### config.mk
export PLATFORM = sky130hd
export DESIGN_NAME = multi_cycle_ctrl
export DESIGN_NICKNAME = d
export VERILOG_FILES = /design/src/rtl/cpu_ctrl_pkg.sv /design/src/rtl/ctrl_decode.sv /design/src/rtl/multi_cycle_ctrl.sv
export SDC_FILE = /design/constraint.sdc
export NUM_CORES = 1
export LEC_CHECK = 0
export CAP_MARGIN = 20
export CORE_MARGIN = 5
export CORE_UTILIZATION = 45
export CTS_BUF_LIST = sky130_fd_sc_hd__clkbuf_16
export DETAILED_ROUTE_END_ITERATION = 10
export GPL_TIMING_DRIVEN = 0
export HOLD_SLACK_MARGIN = 0.08
export PLACE_DENSITY = 0.89
export SLEW_MARGIN = 20
export SYNTH_ARGS = -nofsm -noshare
export SYNTH_HDL_FRONTEND = slang
export SYNTH_SLANG_ARGS = --single-unit
### constraint.sdc
create_clock -name clk -period 4.93 [get_ports clk]
set_input_delay 0.986 -clock clk [delete_from_list [all_inputs] [get_ports clk]]
set_output_delay 0.986 -clock clk [all_outputs]
set_load 0.005 [all_outputs]
### src/rtl/cpu_ctrl_pkg.sv
// Shared encodings for the multi-cycle MIPS control path.
// Holds the OpCode/Funct values recognised by the decoder.
// Holds the FSM state encoding and the instruction classes.
// Holds the datapath mux-select codes (PCSource, ALUSrcA/B, RegDst, MemtoReg)
// and the ALUOp operation codes consumed by the ALU control.
package cpu_ctrl_pkg;

    // Primary opcodes (IR[31:26])
    localparam logic [5:0] OP_RTYPE = 6'h00;
    localparam logic [5:0] OP_J     = 6'h02;
    localparam logic [5:0] OP_JAL   = 6'h03;
    localparam logic [5:0] OP_BEQ   = 6'h04;
    localparam logic [5:0] OP_ADDI  = 6'h08;
    localparam logic [5:0] OP_ADDIU = 6'h09;
    localparam logic [5:0] OP_SLTI  = 6'h0a;
    localparam logic [5:0] OP_SLTIU = 6'h0b;
    localparam logic [5:0] OP_ANDI  = 6'h0c;
    localparam logic [5:0] OP_ORI   = 6'h0d;
    localparam logic [5:0] OP_XORI  = 6'h0e;
    localparam logic [5:0] OP_LUI   = 6'h0f;
    localparam logic [5:0] OP_LW    = 6'h23;
    localparam logic [5:0] OP_SW    = 6'h2b;

    // R-type function codes (IR[5:0])
    localparam logic [5:0] FN_SLL  = 6'h00;
    localparam logic [5:0] FN_SRL  = 6'h02;
    localparam logic [5:0] FN_SRA  = 6'h03;
    localparam logic [5:0] FN_JR   = 6'h08;
    localparam logic [5:0] FN_JALR = 6'h09;
    localparam logic [5:0] FN_ADD  = 6'h20;
    localparam logic [5:0] FN_ADDU = 6'h21;
    localparam logic [5:0] FN_SUB  = 6'h22;
    localparam logic [5:0] FN_SUBU = 6'h23;
    localparam logic [5:0] FN_AND  = 6'h24;
    localparam logic [5:0] FN_OR   = 6'h25;
    localparam logic [5:0] FN_XOR  = 6'h26;
    localparam logic [5:0] FN_NOR  = 6'h27;
    localparam logic [5:0] FN_SLT  = 6'h2a;
    localparam logic [5:0] FN_SLTU = 6'h2b;

    typedef enum logic [2:0] {
        S_IF   = 3'd0,
        S_ID   = 3'd1,
        S_EX   = 3'd2,
        S_MEM  = 3'd3,
        S_WB   = 3'd4,
        S_TRAP = 3'd5
    } state_t;

    typedef enum logic [3:0] {
        C_RTYPE   = 4'd0,
        C_SHIFT   = 4'd1,
        C_ITYPE   = 4'd2,
        C_LW      = 4'd3,
        C_SW      = 4'd4,
        C_BEQ     = 4'd5,
        C_J       = 4'd6,
        C_JAL     = 4'd7,
        C_JR      = 4'd8,
        C_JALR    = 4'd9,
        C_ILLEGAL = 4'd10
    } iclass_t;

    localparam logic [2:0] PCSRC_ALU    = 3'd0;
    localparam logic [2:0] PCSRC_ALUOUT = 3'd1;
    localparam logic [2:0] PCSRC_JUMP   = 3'd2;
    localparam logic [2:0] PCSRC_REG    = 3'd3;

    localparam logic [1:0] SRCA_PC    = 2'd0;
    localparam logic [1:0] SRCA_REG   = 2'd1;
    localparam logic [1:0] SRCA_SHAMT = 2'd2;

    localparam logic [1:0] SRCB_REG       = 2'd0;
    localparam logic [1:0] SRCB_FOUR      = 2'd1;
    localparam logic [1:0] SRCB_IMM       = 2'd2;
    localparam logic [1:0] SRCB_IMM_SHIFT = 2'd3;

    localparam logic [1:0] RDST_RT = 2'd0;
    localparam logic [1:0] RDST_RD = 2'd1;
    localparam logic [1:0] RDST_RA = 2'd2;

    localparam logic [1:0] M2R_ALUOUT = 2'd0;
    localparam logic [1:0] M2R_MDR    = 2'd1;
    localparam logic [1:0] M2R_PC     = 2'd2;

    // ALUOp codes; ALUOP_FUNCT defers to the Funct field in the ALU control
    localparam logic [3:0] ALUOP_ADD   = 4'd0;
    localparam logic [3:0] ALUOP_SUB   = 4'd1;
    localparam logic [3:0] ALUOP_FUNCT = 4'd2;
    localparam logic [3:0] ALUOP_AND   = 4'd3;
    localparam logic [3:0] ALUOP_OR    = 4'd4;
    localparam logic [3:0] ALUOP_XOR   = 4'd5;
    localparam logic [3:0] ALUOP_SLT   = 4'd6;
    localparam logic [3:0] ALUOP_SLTU  = 4'd7;
    localparam logic [3:0] ALUOP_LUI   = 4'd8;

    // Shift-by-shamt R-type functions take their A operand from the shamt field
    function automatic logic funct_is_shift(input logic [5:0] funct);
        return (funct == FN_SLL) || (funct == FN_SRL) || (funct == FN_SRA);
    endfunction

endpackage

### src/rtl/ctrl_decode.sv
// Combinational instruction decoder for the multi-cycle control FSM.
// Ports:
//   op_code  in  6  IR[31:26]
//   funct    in  6  IR[5:0]
//   iclass   out    instruction class steering the FSM
//   ext_op   out 1  1 = sign-extend the immediate
//   lui_op   out 1  1 = immediate goes to the upper half
//   alu_op   out 4  ALU operation class
//   illegal  out 1  1 = OpCode/Funct outside the supported instruction set
module ctrl_decode
    import cpu_ctrl_pkg::*;
(
    input  logic [5:0] op_code,
    input  logic [5:0] funct,
    output iclass_t    iclass,
    output logic       ext_op,
    output logic       lui_op,
    output logic [3:0] alu_op,
    output logic       illegal
);

    // Map OpCode/Funct to class, immediate extension mode and ALU operation
    always_comb begin
        iclass = C_ILLEGAL;
        ext_op = 1'b0;
        lui_op = 1'b0;
        alu_op = ALUOP_ADD;
        case (op_code)
            OP_RTYPE: begin
                case (funct)
                    FN_SLL, FN_SRL, FN_SRA,
                    FN_ADD, FN_ADDU, FN_SUB, FN_SUBU,
                    FN_AND, FN_OR, FN_XOR, FN_NOR,
                    FN_SLT, FN_SLTU: begin
                        iclass = funct_is_shift(funct) ? C_SHIFT : C_RTYPE;
                        alu_op = ALUOP_FUNCT;
                    end
                    FN_JR:   iclass = C_JR;
                    FN_JALR: iclass = C_JALR;
                    default: iclass = C_ILLEGAL;
                endcase
            end
            OP_J:   iclass = C_J;
            OP_JAL: iclass = C_JAL;
            OP_BEQ: begin
                iclass = C_BEQ;
                ext_op = 1'b1;
                alu_op = ALUOP_SUB;
            end
            OP_ADDI, OP_ADDIU: begin
                iclass = C_ITYPE;
                ext_op = 1'b1;
                alu_op = ALUOP_ADD;
            end
            OP_SLTI: begin
                iclass = C_ITYPE;
                ext_op = 1'b1;
                alu_op = ALUOP_SLT;
            end
            OP_SLTIU: begin
                iclass = C_ITYPE;
                ext_op = 1'b1;
                alu_op = ALUOP_SLTU;
            end
            OP_ANDI: begin
                iclass = C_ITYPE;
                alu_op = ALUOP_AND;
            end
            OP_ORI: begin
                iclass = C_ITYPE;
                alu_op = ALUOP_OR;
            end
            OP_XORI: begin
                iclass = C_ITYPE;
                alu_op = ALUOP_XOR;
            end
            OP_LUI: begin
                iclass = C_ITYPE;
                lui_op = 1'b1;
                alu_op = ALUOP_LUI;
            end
            OP_LW: begin
                iclass = C_LW;
                ext_op = 1'b1;
            end
            OP_SW: begin
                iclass = C_SW;
                ext_op = 1'b1;
            end
            default: iclass = C_ILLEGAL;
        endcase
    end

    assign illegal = (iclass == C_ILLEGAL);

endmodule

### src/rtl/multi_cycle_ctrl.sv
// Main control FSM of the multi-cycle MIPS CPU: sequences IF/ID/EX/MEM/WB and
// drives every datapath strobe and mux select. Only the state is registered;
// all outputs decode combinationally from state, OpCode and Funct, and are
// forced to zero while reset is low.
// Optional feature macro: MULTI_CYCLE_CTRL_ILLEGAL_TRAP_EN
//   defined   - unknown instructions take the S_TRAP path to the exception vector
//   undefined - unknown instructions retire from S_ID as a NOP
// Ports:
//   clk, reset (async active-low)
//   OpCode, Funct  instruction register fields
//   Zero           ALU zero flag (qualification happens in the datapath)
//   mem_ready      memory completes current access this cycle
//   PCWrite, PCWriteCond, IorD, MemRead, MemWrite, IRWrite, RegWrite  strobes
//   RegDst, MemtoReg, ExtOp, LuiOp, ALUSrcA, ALUSrcB, ALUOp, PCSource  selects
//   retire         one-cycle pulse in the last cycle of each instruction
module multi_cycle_ctrl
    import cpu_ctrl_pkg::*;
#(
    parameter int         ALUOP_W    = 4,
    parameter logic [2:0] TRAP_PCSRC = 3'd4
) (
    input  logic               clk,
    input  logic               reset,
    input  logic [5:0]         OpCode,
    input  logic [5:0]         Funct,
    input  logic               Zero,
    input  logic               mem_ready,
    output logic               PCWrite,
    output logic               PCWriteCond,
    output logic               IorD,
    output logic               MemRead,
    output logic               MemWrite,
    output logic               IRWrite,
    output logic               RegWrite,
    output logic [1:0]         RegDst,
    output logic [1:0]         MemtoReg,
    output logic               ExtOp,
    output logic               LuiOp,
    output logic [1:0]         ALUSrcA,
    output logic [1:0]         ALUSrcB,
    output logic [ALUOP_W-1:0] ALUOp,
    output logic [2:0]         PCSource,
    output logic               retire
);

    state_t     state_r;
    state_t     next_state_s;
    iclass_t    iclass_s;
    logic       dec_ext_s;
    logic       dec_lui_s;
    logic       dec_illegal_s;
    logic [3:0] dec_alu_op_s;
    logic [3:0] alu_op_s;
    logic       unused_zero_s;

    // Zero is consumed by the datapath's PCWriteCond gating, not by the FSM
    assign unused_zero_s = Zero;

    ctrl_decode u_decode (
        .op_code (OpCode),
        .funct   (Funct),
        .iclass  (iclass_s),
        .ext_op  (dec_ext_s),
        .lui_op  (dec_lui_s),
        .alu_op  (dec_alu_op_s),
        .illegal (dec_illegal_s)
    );

    // State register; reset abandons any instruction in flight
    always_ff @(posedge clk or negedge reset) begin
        if (!reset) begin
            state_r <= S_IF;
        end else begin
            state_r <= next_state_s;
        end
    end

    // Next-state and output decode
    always_comb begin
        next_state_s = state_r;
        PCWrite      = 1'b0;
        PCWriteCond  = 1'b0;
        IorD         = 1'b0;
        MemRead      = 1'b0;
        MemWrite     = 1'b0;
        IRWrite      = 1'b0;
        RegWrite     = 1'b0;
        RegDst       = RDST_RT;
        MemtoReg     = M2R_ALUOUT;
        ExtOp        = 1'b0;
        LuiOp        = 1'b0;
        ALUSrcA      = SRCA_PC;
        ALUSrcB      = SRCB_REG;
        alu_op_s     = ALUOP_ADD;
        PCSource     = PCSRC_ALU;
        retire       = 1'b0;

        if (!reset) begin
            // Everything stays at zero while reset is held
            next_state_s = S_IF;
        end else begin
            case (state_r)
                S_IF: begin
                    MemRead = 1'b1;
                    ALUSrcB = SRCB_FOUR;
                    if (mem_ready) begin
                        IRWrite      = 1'b1;
                        PCWrite      = 1'b1;
                        next_state_s = S_ID;
                    end else begin
                        next_state_s = S_IF;
                    end
                end

                S_ID: begin
                    // Branch target precomputed into ALUOut
                    ALUSrcB = SRCB_IMM_SHIFT;
                    ExtOp   = 1'b1;
                    if (dec_illegal_s) begin
`ifdef MULTI_CYCLE_CTRL_ILLEGAL_TRAP_EN
                        next_state_s = S_TRAP;
`else
                        retire       = 1'b1;
                        next_state_s = S_IF;
`endif
                    end else begin
                        case (iclass_s)
                            C_J, C_JAL: begin
                                PCWrite      = 1'b1;
                                PCSource     = PCSRC_JUMP;
                                retire       = 1'b1;
                                next_state_s = S_IF;
                                if (iclass_s == C_JAL) begin
                                    RegWrite = 1'b1;
                                    RegDst   = RDST_RA;
                                    MemtoReg = M2R_PC;
                                end else begin
                                    RegWrite = 1'b0;
                                end
                            end
                            C_JR, C_JALR: begin
                                PCWrite      = 1'b1;
                                PCSource     = PCSRC_REG;
                                retire       = 1'b1;
                                next_state_s = S_IF;
                                if (iclass_s == C_JALR) begin
                                    RegWrite = 1'b1;
                                    RegDst   = RDST_RD;
                                    MemtoReg = M2R_PC;
                                end else begin
                                    RegWrite = 1'b0;
                                end
                            end
                            default: next_state_s = S_EX;
                        endcase
                    end
                end

                S_EX: begin
                    ALUSrcA  = SRCA_REG;
                    ExtOp    = dec_ext_s;
                    LuiOp    = dec_lui_s;
                    alu_op_s = dec_alu_op_s;
                    case (iclass_s)
                        C_RTYPE: begin
                            ALUSrcB      = SRCB_REG;
                            next_state_s = S_WB;
                        end
                        C_SHIFT: begin
                            ALUSrcA      = SRCA_SHAMT;
                            ALUSrcB      = SRCB_REG;
                            next_state_s = S_WB;
                        end
                        C_ITYPE: begin
                            ALUSrcB      = SRCB_IMM;
                            next_state_s = S_WB;
                        end
                        C_LW, C_SW: begin
                            ALUSrcB      = SRCB_IMM;
                            next_state_s = S_MEM;
                        end
                        C_BEQ: begin
                            ALUSrcB      = SRCB_REG;
                            PCWriteCond  = 1'b1;
                            PCSource     = PCSRC_ALUOUT;
                            retire       = 1'b1;
                            next_state_s = S_IF;
                        end
                        default: next_state_s = S_IF;
                    endcase
                end

                S_MEM: begin
                    IorD  = 1'b1;
                    ExtOp = dec_ext_s;
                    LuiOp = dec_lui_s;
                    if (iclass_s == C_SW) begin
                        MemWrite = 1'b1;
                    end else begin
                        MemRead = 1'b1;
                    end
                    if (!mem_ready) begin
                        next_state_s = S_MEM;
                    end else if (iclass_s == C_SW) begin
                        retire       = 1'b1;
                        next_state_s = S_IF;
                    end else begin
                        next_state_s = S_WB;
                    end
                end

                S_WB: begin
                    RegWrite     = 1'b1;
                    retire       = 1'b1;
                    ExtOp        = dec_ext_s;
                    LuiOp        = dec_lui_s;
                    next_state_s = S_IF;
                    case (iclass_s)
                        C_RTYPE, C_SHIFT: RegDst   = RDST_RD;
                        C_LW:             MemtoReg = M2R_MDR;
                        default:          RegDst   = RDST_RT;
                    endcase
                end

                S_TRAP: begin
                    PCWrite      = 1'b1;
                    PCSource     = TRAP_PCSRC;
                    retire       = 1'b1;
                    next_state_s = S_IF;
                end

                default: next_state_s = S_IF;
            endcase
        end

        ALUOp = ALUOP_W'(alu_op_s);
    end

endmodule

==> flow_summary.yaml <==
global_routing:
  grt.total_usage_pct: 22.04
  antenna_found_initial: 0
  grt_pass1_wl_um: 5678
  grt_pass1_vias: 1232
  grt_overflow: 0
  grt_max_degree: 11
detailed_routing:
  post_drt_wl_per_cell_um: 15.93
  ant_nets: 0
  drt_iter0_drc: 56
  num_vias: 1280
  wl_um: 3394
  first_pass_iters: 4
  viasPerCell: 6.009
  route.detailed.drc: 0
layout:
  fillers: 175
  largest_reg_flops: 3
  nNetsFinal: 203
  regMostFlops: "state_r"
  area_growth_pct: 50.67
  layout.cells.most_common: "clkdlybuf4s50_1"
  drive_gt1_share_pct: 10.22
  final_cell_mix: "36 x clkdlybuf4s50_1, 19 x nor2_1, 12 x nor2b_1"
  diodes: 0
  largest_registers: "state_r (3)"
worst_setup_path:
  required_ps: 3940
  reg2reg_to: "state_r[2]"
  r2r_cells: 5
  worstSetupStartpointType: "input pin"
  end_kind: "primary output"
  reg2reg_from: "state_r[1]"
  timing.reg2reg.setup_slack_ps: 3110
  critPathKind: "input pin to primary output"
  crit_path_max_fanout: 8
  arrival_ps: 3560
logic_synthesis:
  synth_area_per_cell_um2: 6.393
  async_reset_ff_share_pct: 100.0
  syn_inst: 146
  ys_warn_count: 0
  yosysSeqAreaShare_pct: 8.043
  yosys_register_bits: 3
  mappedNetlistArea_um2: 933.4
  yosysUniqueCellTypes: 45
  synth_fp_nets: 162
  synth-edff-count: 0
  synth_ff_type: "dfrtp_1"
  synthTopCellsByArea: "dfrtp_1 8.0%, nor2b_1 8.0%, nor2_1 7.6%"
  yosysTopAreaCellShare_pct: 8.043
  yosysTopAreaCell: "dfrtp_1"
pwr:
  p_leak_uw: 0.0004964
  ir_drop_uv: 115.2
  p_per_area_nw_per_um2: 161.6
timing:
  tns_ps: 0
  hold_viol_final: 0
  finalClockSkew_ps: 0.6795
  period_minus_slack_ps: 4543
  tightest_slew_ps: 483.9
  timing.fmax_mhz: 220.1
  rsz0062_at_grt: "false"
  hold_ws_ps: 661.8
  slew_viol_final: 0
  period_share_pct: 92.16
  setup-violations-final: 0
  relSlewSlack_pct: 67.67
die:
  initial_utilization_pct: 47.58
  die_y_um: 55.55
  ioPinCount: 41
  die_area_um2: 3085
  num_rows: 16
  core_area_um2: 1962
  die_w_um: 55.55
clocking:
  clkTransAtPathRegs_ps: 30
  htreeDepth: 1
  cts_setup_buffers: 0
  clk_latency_ps: 230
  post_cts_resized: 0
  cts_tree: "yes"
  root_buffer: "clkbuf_16"
  cts_hold_buf: 0
  numCtsBuffers: 3
  clock_sinks: 3
  clockBufferDepth: 2
hold_path:
  holdPathStages: 2
  hp-class: "flop to flop"
  hold_end: "state_r[0]"
  hold_start: "state_r[0]"
flow_run:
  max-cap-violations: 0
placed_design:
  gp_congestion: 0.9179
  numPortBuffers: 36
  hpwl_um: 2495
status:
  status: "complete, no violations"
[metrics by stage]
stage | worst slack [ps] | total power (uW) | instance area, um2 | util [%] | cells
floorplan | 1606 | 66.63 | 933.4 | - | 146
global placement | 493.8 | 92.30 | 1328 | 67.67 | 209
detailed placement | 425.5 | 94.27 | 1328 | 67.67 | 209
CTS | 402.8 | 224.8 | 1406 | 71.68 | 213
global route | 220.8 | 236.3 | 1406 | 71.68 | 213
finish | 386.7 | 227.3 | 1406 | 71.68 | 213
[routing by layer]
metal | global-route usage (%) | part of all wire [%] | vias up
li1 | - | - | 604
met4 | 11.46 | 3.8 | 0
met1 | 26.59 | 39 | 578
met3 | 4.662 | 8.6 | 18
met2 | 36.32 | 48 | 80
met5 | 0 | 0 | -
[Yosys cell counts (2+ instances only)]
cell / number
or2_2: 2
nor2b_1: 12
nand3_1: 9
nor3_1: 2
and2_1: 4
o21ai_0: 8
and3_1: 4
nand3b_1: 2
nand4_1: 3
buf_2: 4
dfrtp_1: 3
nor2_1: 19
clkbuf_1: 5
inv_1: 5
o21ai_1: 2
a32oi_1: 2
a21o_1: 2
nand2b_1: 4
or3_1: 3
a21oi_1: 9
nand2_1: 11
nor3b_1: 5
mux2i_1: 2
a31oi_1: 3
[worst max-delay path, stage by stage]
cell and delay, ps:
clkdlybuf4s50_1 500, nand2b_4 190, a221oi_2 280, a21oi_1 140, a211oi_4 360, a31oi_1 190
a2111oi_2 350, clkdlybuf4s50_1 560
[report_power, final]
group          total, uW  switching [uW]  internal (uW)
clock                131            26.1            105
sequential          26.0           0.453           25.5
combinational       70.4            37.8           32.6
total                227            64.3            163
[final cells by class]
| type | instances | area, um2 | share of cell area [%] |
|---|---|---|---|
| multi-input combinational | 127 | 782.0 | 55.60 |
| timing repair buffer | 36 | 360.3 | 25.62 |
| sequential | 3 | 75.07 | 5.338 |
| clock buffer | 3 | 75.07 | 5.338 |
| buffer | 11 | 57.56 | 4.093 |
| tap | 27 | 33.78 | 2.402 |
| inverter | 5 | 18.77 | 1.335 |
| clock inverter | 1 | 3.754 | 0.2669 |
[cells by family (layout without fill, tap and decap cells)]
logic type,Yosys count,after routing,synth area share (%)
and+or+nand+nor,87,87,51.88
AOI/OAI and AO/OA,36,36,27.88
buffers and inverters,16,56,8.178
DFF,3,3,8.043
xor gates and xnor gates,2,2,1.877
muxes,2,2,2.145
[how the worst max path moves through the flow]
| stage | depth (start not counted) | slack, ps | from | end |
|---|---|---|---|---|
| after global routing | 9 | 220 | Funct[3] | ALUOp[1] |
| after floorplan | 7 | 1610 | Funct[0] | ALUOp[1] |
| after CTS | 8 | 400 | Funct[3] | ALUOp[1] |
| after detailed placement | 8 | 430 | Funct[3] | ALUOp[1] |
| final | 8 | 390 | Funct[3] | ALUOp[1] |
| after global placement | 8 | 490 | OpCode[2] | ALUOp[1] |
No activity file was read; power rests on OpenSTA's default activity.
==> patch 1, RTL diff (config.mk and constraints unchanged) <==
Change the parameter `ALUOP_W` from 4 to 5.
--- a/src/rtl/multi_cycle_ctrl.sv
+++ b/src/rtl/multi_cycle_ctrl.sv
@@ -17,5 +17,5 @@
     import cpu_ctrl_pkg::*;
 #(
-    parameter int         ALUOP_W    = 4,
+    parameter int         ALUOP_W    = 5,
     parameter logic [2:0] TRAP_PCSRC = 3'd4
 ) (
Ports: changed (resized ALUOp); port bits go from 41 to 42. The function was not compared with the original's and may differ.
==> patch 1 against the unedited design <==
Via count is 1.2% higher. Maximum frequency is 0.55% lower. First-iteration DRC count grew 3.6%. Sequential cell count stayed put. Non-clock buffer count grew 1. Count of clock-buffer cells in the layout did not move. Design area is 0.80% higher. Total power down 0.89%. Worst setup slack lost 0.025 ns. Routed wire length fell by 4.4%. Area after synthesis up 1.2%. Synthesized cell count increased by 1.4%. Critical path type unchanged. Highest routed layer unchanged.
==> patch 1: results (changes against the unedited design) <==
- The number of port buffers is 36 (unchanged).
- Cell type with the largest total area after synthesis: dfrtp_1
* CP arrival: 3.58 ns (+0.02 ns)
* Diode count: 0 (unchanged)
* Number of instances in the synthesized netlist: 148 (+1.4%)
* Registers with the highest flip-flop counts: state_r (3)
- RePlAce Congestion: 0.8730 (-4.9%)
- Max clock buf depth: 2 (unchanged)
- The overall routing resource usage came to 0.1986 (-0.02184).
- The iteration-0 DRC count of the detailed router came to 58 (+3.6%).
- The level count of the clock H-tree was 1 (unchanged).
- Sequential element share of the synthesized area: 0.07947 (-0.0009588)
- The total global routing overflow came to 0 (unchanged).
* Worst setup timing slack at the placement stage: 0.4506 ns (+0.02508 ns)
* Sequential share of power: 0.115
- Length of the first detailed-routing pass in iterations: 4 (unchanged)
- Number of global-route vias before repair: 1180 (-4.2%)
- The number of setup buffers added after CTS was 0 (unchanged).
- The count of nets after finishing was 205 (+0.99%).
- The global-route wire length before repair came to 5292 um (-6.8%).
- The via count came to 1295 (+1.2%).
- Number of antenna violations at the first check in global routing: 0 (unchanged)
- The clock-pin transition on the worst setup and hold timing paths is 0.03 ns (about the same).
- Global routing usage on met1: 0.2410 (-0.02488)
* Non-Filler Instances: 215 (+0.94%)
* Routed WL: 3246 um (-4.4%)
- Largest net degree at the start of global routing: 11 (unchanged)
* Comb power frac: 0.316 (+0.006)
* Critical path fanouts, max: 8 (unchanged)
* Routing usage on met3: 0.03480 (-0.01182)
- The global-route met2 utilization is 0.3547 (-0.008446).
- Largest cells by area after synthesis: dfrtp_1 (7.9%), nor2b_1 (7.9%), nor2_1 (7.5%)
- Most frequent cells after synthesis: nor2_1 (19), nor2b_1 (12), nand2_1 (11)
- Worst-case vdd ir drop: 0.0001808 V (+57%)
- The yosys synthesis warning count was 0 (unchanged).
- The later pin in the worst-skew pair is clocked with a latency of 0.22 ns.
* Clock skew: 0.0007391 ns (+0.00005961 ns)
* Total clock buffers created by CTS: 3 (unchanged)
- The net switching power of the design came to 0.06201 mW (-3.5%).
* Leakage power: 0.5051 nW (+1.8%)
- The proportion of synthesized flip-flops having asynchronous set or reset was 1.000 (unchanged).
- In this run the worst hold path is classified as flip-flop to flip-flop.
* CTS-repair resized insts: 0 (unchanged)
* Post-synth cell types: 46 (+2.2%)
- Flip-flop and latch power: 0.0259 mW (about the same)
* Synth Net Count: 164 (+1.2%)
- The layout cell share with drive strength beyond 1 was 0.1064 (+0.004232).
* Run status: finished clean
* HPWL reported at the end of detailed placement: 2417 um (-3.1%)
* Placement-stage cell area: 1339 um2 (+0.85%)
==> patch 1: cell types whose count changed after synthesis, sizes merged <==
cell and change:
buf +1, conb +1
==> patch 1: worst max-delay path, stage by stage <==
cell and delay [ns]:
clkdlybuf4s50_1 0.52, nand2b_4 0.20, a221oi_2 0.26, a21oi_1 0.13, a211oi_4 0.34, a31oi_1 0.22
a2111oi_2 0.36, clkdlybuf4s50_1 0.56
==> patch 1: worst paths after layout <==
check	startpoint	end	slack, ns	depth (start not counted)
max reg2reg	state_r[1]$_DFF_PN0_	state_r[2]$_DFF_PN0_	3.13	5
min	state_r[0]$_DFF_PN0_	state_r[0]$_DFF_PN0_	0.68	2
max	Funct[3]	ALUOp[1]	0.36	8
max in group asynchronous	reset	state_r[2]$_DFF_PN0_	3.78	1
min reg2reg	state_r[0]$_DFF_PN0_	state_r[0]$_DFF_PN0_	0.68	2
min in group asynchronous	reset	state_r[0]$_DFF_PN0_	0.97	1
==> patch 1: cell families (layout without fill, tap and decap cells) <==
group                     after synthesis  count (layout)  synth area share
AOI/OAI and AO/OA                      36              36            0.2755
muxes                                   2               2           0.02119
other                                   1               1          0.003970
buffers and inverters                  17              57           0.08874
DFF                                     3               3           0.07947
and+or+nand+nor                        87              87            0.5126
xor gates and xnor gates                2               2           0.01855
==> patch 1: routing by layer <==
metal | share of wire | up-vias | routed length (um)
li1 | - | 607 | -
met1 | 0.39 | 588 | 1265
met2 | 0.47 | 85 | 1538
met3 | 0.10 | 15 | 340
met4 | 0.031 | 0 | 102
met5 | 0 | - | 0
==> patch 1: layout make-up <==
class	count	area, um2
plain buffers	12	65.06
clock buffers	3	75.07
clock inverters	1	3.754
fillers	154	564.3
inverters	5	18.77
multi-input cells	128	785.8
flip-flops and latches	3	75.07
well taps	27	33.78
repair buffers	36	360.3
==> patch 2, RTL diff (config.mk and constraints unchanged) <==
Without the edit above. Encoding of `state_t`: now one-hot (6 bits for 6 states).
--- a/src/rtl/cpu_ctrl_pkg.sv
+++ b/src/rtl/cpu_ctrl_pkg.sv
@@ -39,11 +39,11 @@
     localparam logic [5:0] FN_SLTU = 6'h2b;
 
-    typedef enum logic [2:0] {
-        S_IF   = 3'd0,
-        S_ID   = 3'd1,
-        S_EX   = 3'd2,
-        S_MEM  = 3'd3,
-        S_WB   = 3'd4,
-        S_TRAP = 3'd5
+    typedef enum logic [5:0] {
+        S_IF   = 6'b000001,
+        S_ID   = 6'b000010,
+        S_EX   = 6'b000100,
+        S_MEM  = 6'b001000,
+        S_WB   = 6'b010000,
+        S_TRAP = 6'b100000
     } state_t;
 
Function: same outputs for any inputs over 10 cycles, from zero or initial values and one cycle with reset low; not proved beyond that.
==> patch 2 against the unedited design <==
Worst setup slack worse by 0.095 ns. Design area is 8.2% higher. Total power is 10% higher. Area after synthesis is 13% higher. Routed wire length is 0.59% lower. Sequential cell count is 2 higher. Die area is 11% higher. Utilization is 3.6 points lower. Count of clock-buffer cells in the layout stayed put. Critical path type unchanged.
==> patch 2: results (changes against the unedited design) <==
- The proportion of synthesized flip-flops having asynchronous set or reset is 1.000 (unchanged).
- The via count of the first global-routing pass is 1284 (+4.2%).
- The leakage power is 0.5262 nW (+6.0%).
- The iteration-0 DRC count of the detailed router is 64 (+14%).
- The number of fillers in the final layout is 195 (+11%).
* Flop and latch count out of synthesis: 5 (+2)
- Sequential element share of the synthesized area: 0.1195 (+0.03910)
- After synthesis, the most frequently instantiated cells are nor2_1 (22), nand2_1 (14), a21oi_1 (11).
* Signal inverters: 3 (-2)
- The largest registers in the layout are state_r (5).
- The layout buffer count excluding clock buffers came to 47 (unchanged).
* Worst setup timing slack at the placement stage: 0.3790 ns (-0.04657 ns)
* Row cnt: 17 (+1)
- The diode insertion count for antenna repair was 0 (unchanged).
* Clock period minus final worst setup slack: 4.638 ns (+0.09491 ns)
- Multi-input gate share of total cell area: 0.5650 (+0.008917)
- The flow ran to the end, and the final reports show no timing, DRC or antenna violations.
* Yosys warnings: 0 (unchanged)
- Clock latency on the worst-skew pair: 0.22 ns
- Global-route wire length before repair: 5478 um (-3.5%)
- The worst reg-to-reg setup slack was 3.16 ns (+0.05 ns).
- The routed via count divided by cell count was 6.062 (+0.87%).
- Post-synth cell types: 55 (+22%)
- Sorting the synthesized cells by area gives the leading types as dfrtp_1 (9.5%), nor2_1 (7.8%), a21oi_1 (5.2%).
- The number of clock buffers inserted by TritonCTS is 3 (unchanged).
- Setup Buffers After CTS: 0 (unchanged)
- The level count of the clock H-tree came to 1 (unchanged).
- Routed WL: 3374 um (-0.59%)
- Placement-stage cell area: 1443 um2 (+8.7%)
* Multi-input gate area: 859.6 um2 (+9.9%)
* Most common flop cell mapped by yosys: dfrtp_1
* CP arrival: 3.65 ns (+0.09 ns)
- The number of iterations in the first detailed-routing pass is 4 (unchanged).
* Worst min path class: flip-flop to flip-flop
- The number of non-filler instances in the completed layout came to 226 (+6.1%).
- HPWL reported at the end of detailed placement: 2669 um (+7.0%)
- The maximum fanout along the worst path is 6 (-2).
- The layout cell share with drive strength beyond 1 came to 0.1061 (+0.003910).
* Actual transition at the worst max-transition pin: 0.8320 ns (+0.3481 ns)
* Max clock buf depth: 2 (unchanged)
* Hold slack final: 0.6443 ns (-0.01746 ns)
- The final weighted congestion in routability-driven placement came to 0.8403 (-8.5%).
- Overall fraction of global-route tracks in use: 0.1965 (-0.02394)
- The maximum ir drop on the vdd rail came to 0.0001878 V (+63%).
* Sequential standard cell area: 126.4 um2 (+68%)
- The proportion of final cell area spent on non-clock buffers is 0.2697 (-0.02742).
- Multi-input gate count: 139 (+9.4%)
* IO buf count: 35 (-2.8%)
* Clock skew: 0.0004757 ns (-0.0002038 ns)
* Cell chosen for the clock root: clkbuf_16
- Synth Net Count: 175 (+8.0%)
- Number of placed cells counting well taps: 222 (+6.2%)
* CTS-repair resized insts: 0 (unchanged)
- Top achievable clock speed: 215.6 MHz (-2.0%)
* Number of instances in the synthesized netlist: 159 (+8.9%)
- Clk cell area share: 0.05181 (-0.004241)
- Clock transition at the register clock pins on the worst setup and hold paths after CTS: 0.03 ns (about the same)
[patch 2: cell count changes after synthesis, moves of 3 or more]
cell	delta
nand2_1	+3
nor3_1	+4
nor3b_1	-3
nor2b_1	-6
o21ai_0	-3
nor2_1	+3
nand3_1	-3
[patch 2: kinds of logic after synthesis]
kind of cell / share of synthesized area
simple gates: 0.4935
compound gates: 0.2816
buf+inv: 0.06746
flops: 0.1195
xor+xnor: 0.02486
mux: 0.009468
other cells: 0.003547
[patch 2: critical path, cell delays in order]
cell             delay (ns)
clkdlybuf4s50_1        0.49
nor2b_1                0.18
o311ai_0               0.41
a21oi_1                0.19
nor3_2                 0.35
nand3_1                0.20
nor4_1                 0.28
clkdlybuf4s50_1        0.57
[patch 2: per-layer routing]
metal | vias to the layer above | routed length (um) | GRT usage
met4 | 0 | 39 | 0.05629
met2 | 66 | 1741 | 0.3620
li1 | 659 | - | -
met1 | 641 | 1374 | 0.2247
met3 | 4 | 219 | 0.04167
met5 | - | 0 | 0
[patch 2: power breakdown]
group | switching (mW) | internal, mW | total (mW) | leakage (nW)
logic | 0.0405 | 0.0334 | 0.0739 | 0.418
clock network | 0.0245 | 0.105 | 0.129 | 0.0423
registers | 0.00304 | 0.0439 | 0.0469 | 0.0658
total | 0.0680 | 0.182 | 0.250 | 0.526
[patch 2: path summary, 6_finish.rpt]
kind                                        endpoint  cells after the start                 start
worst max-delay path                     MemtoReg[0]                      8              Funct[3]
worst min-delay path            state_r[4]$_DFF_PN0_                      2  state_r[4]$_DFF_PN0_
worst max register to register  state_r[2]$_DFF_PN0_                      5  state_r[4]$_DFF_PN0_
worst min register to register  state_r[4]$_DFF_PN0_                      2  state_r[4]$_DFF_PN0_
max in group asynchronous       state_r[0]$_DFF_PN1_                      1                 reset
min in group asynchronous       state_r[1]$_DFF_PN0_                      1                 reset
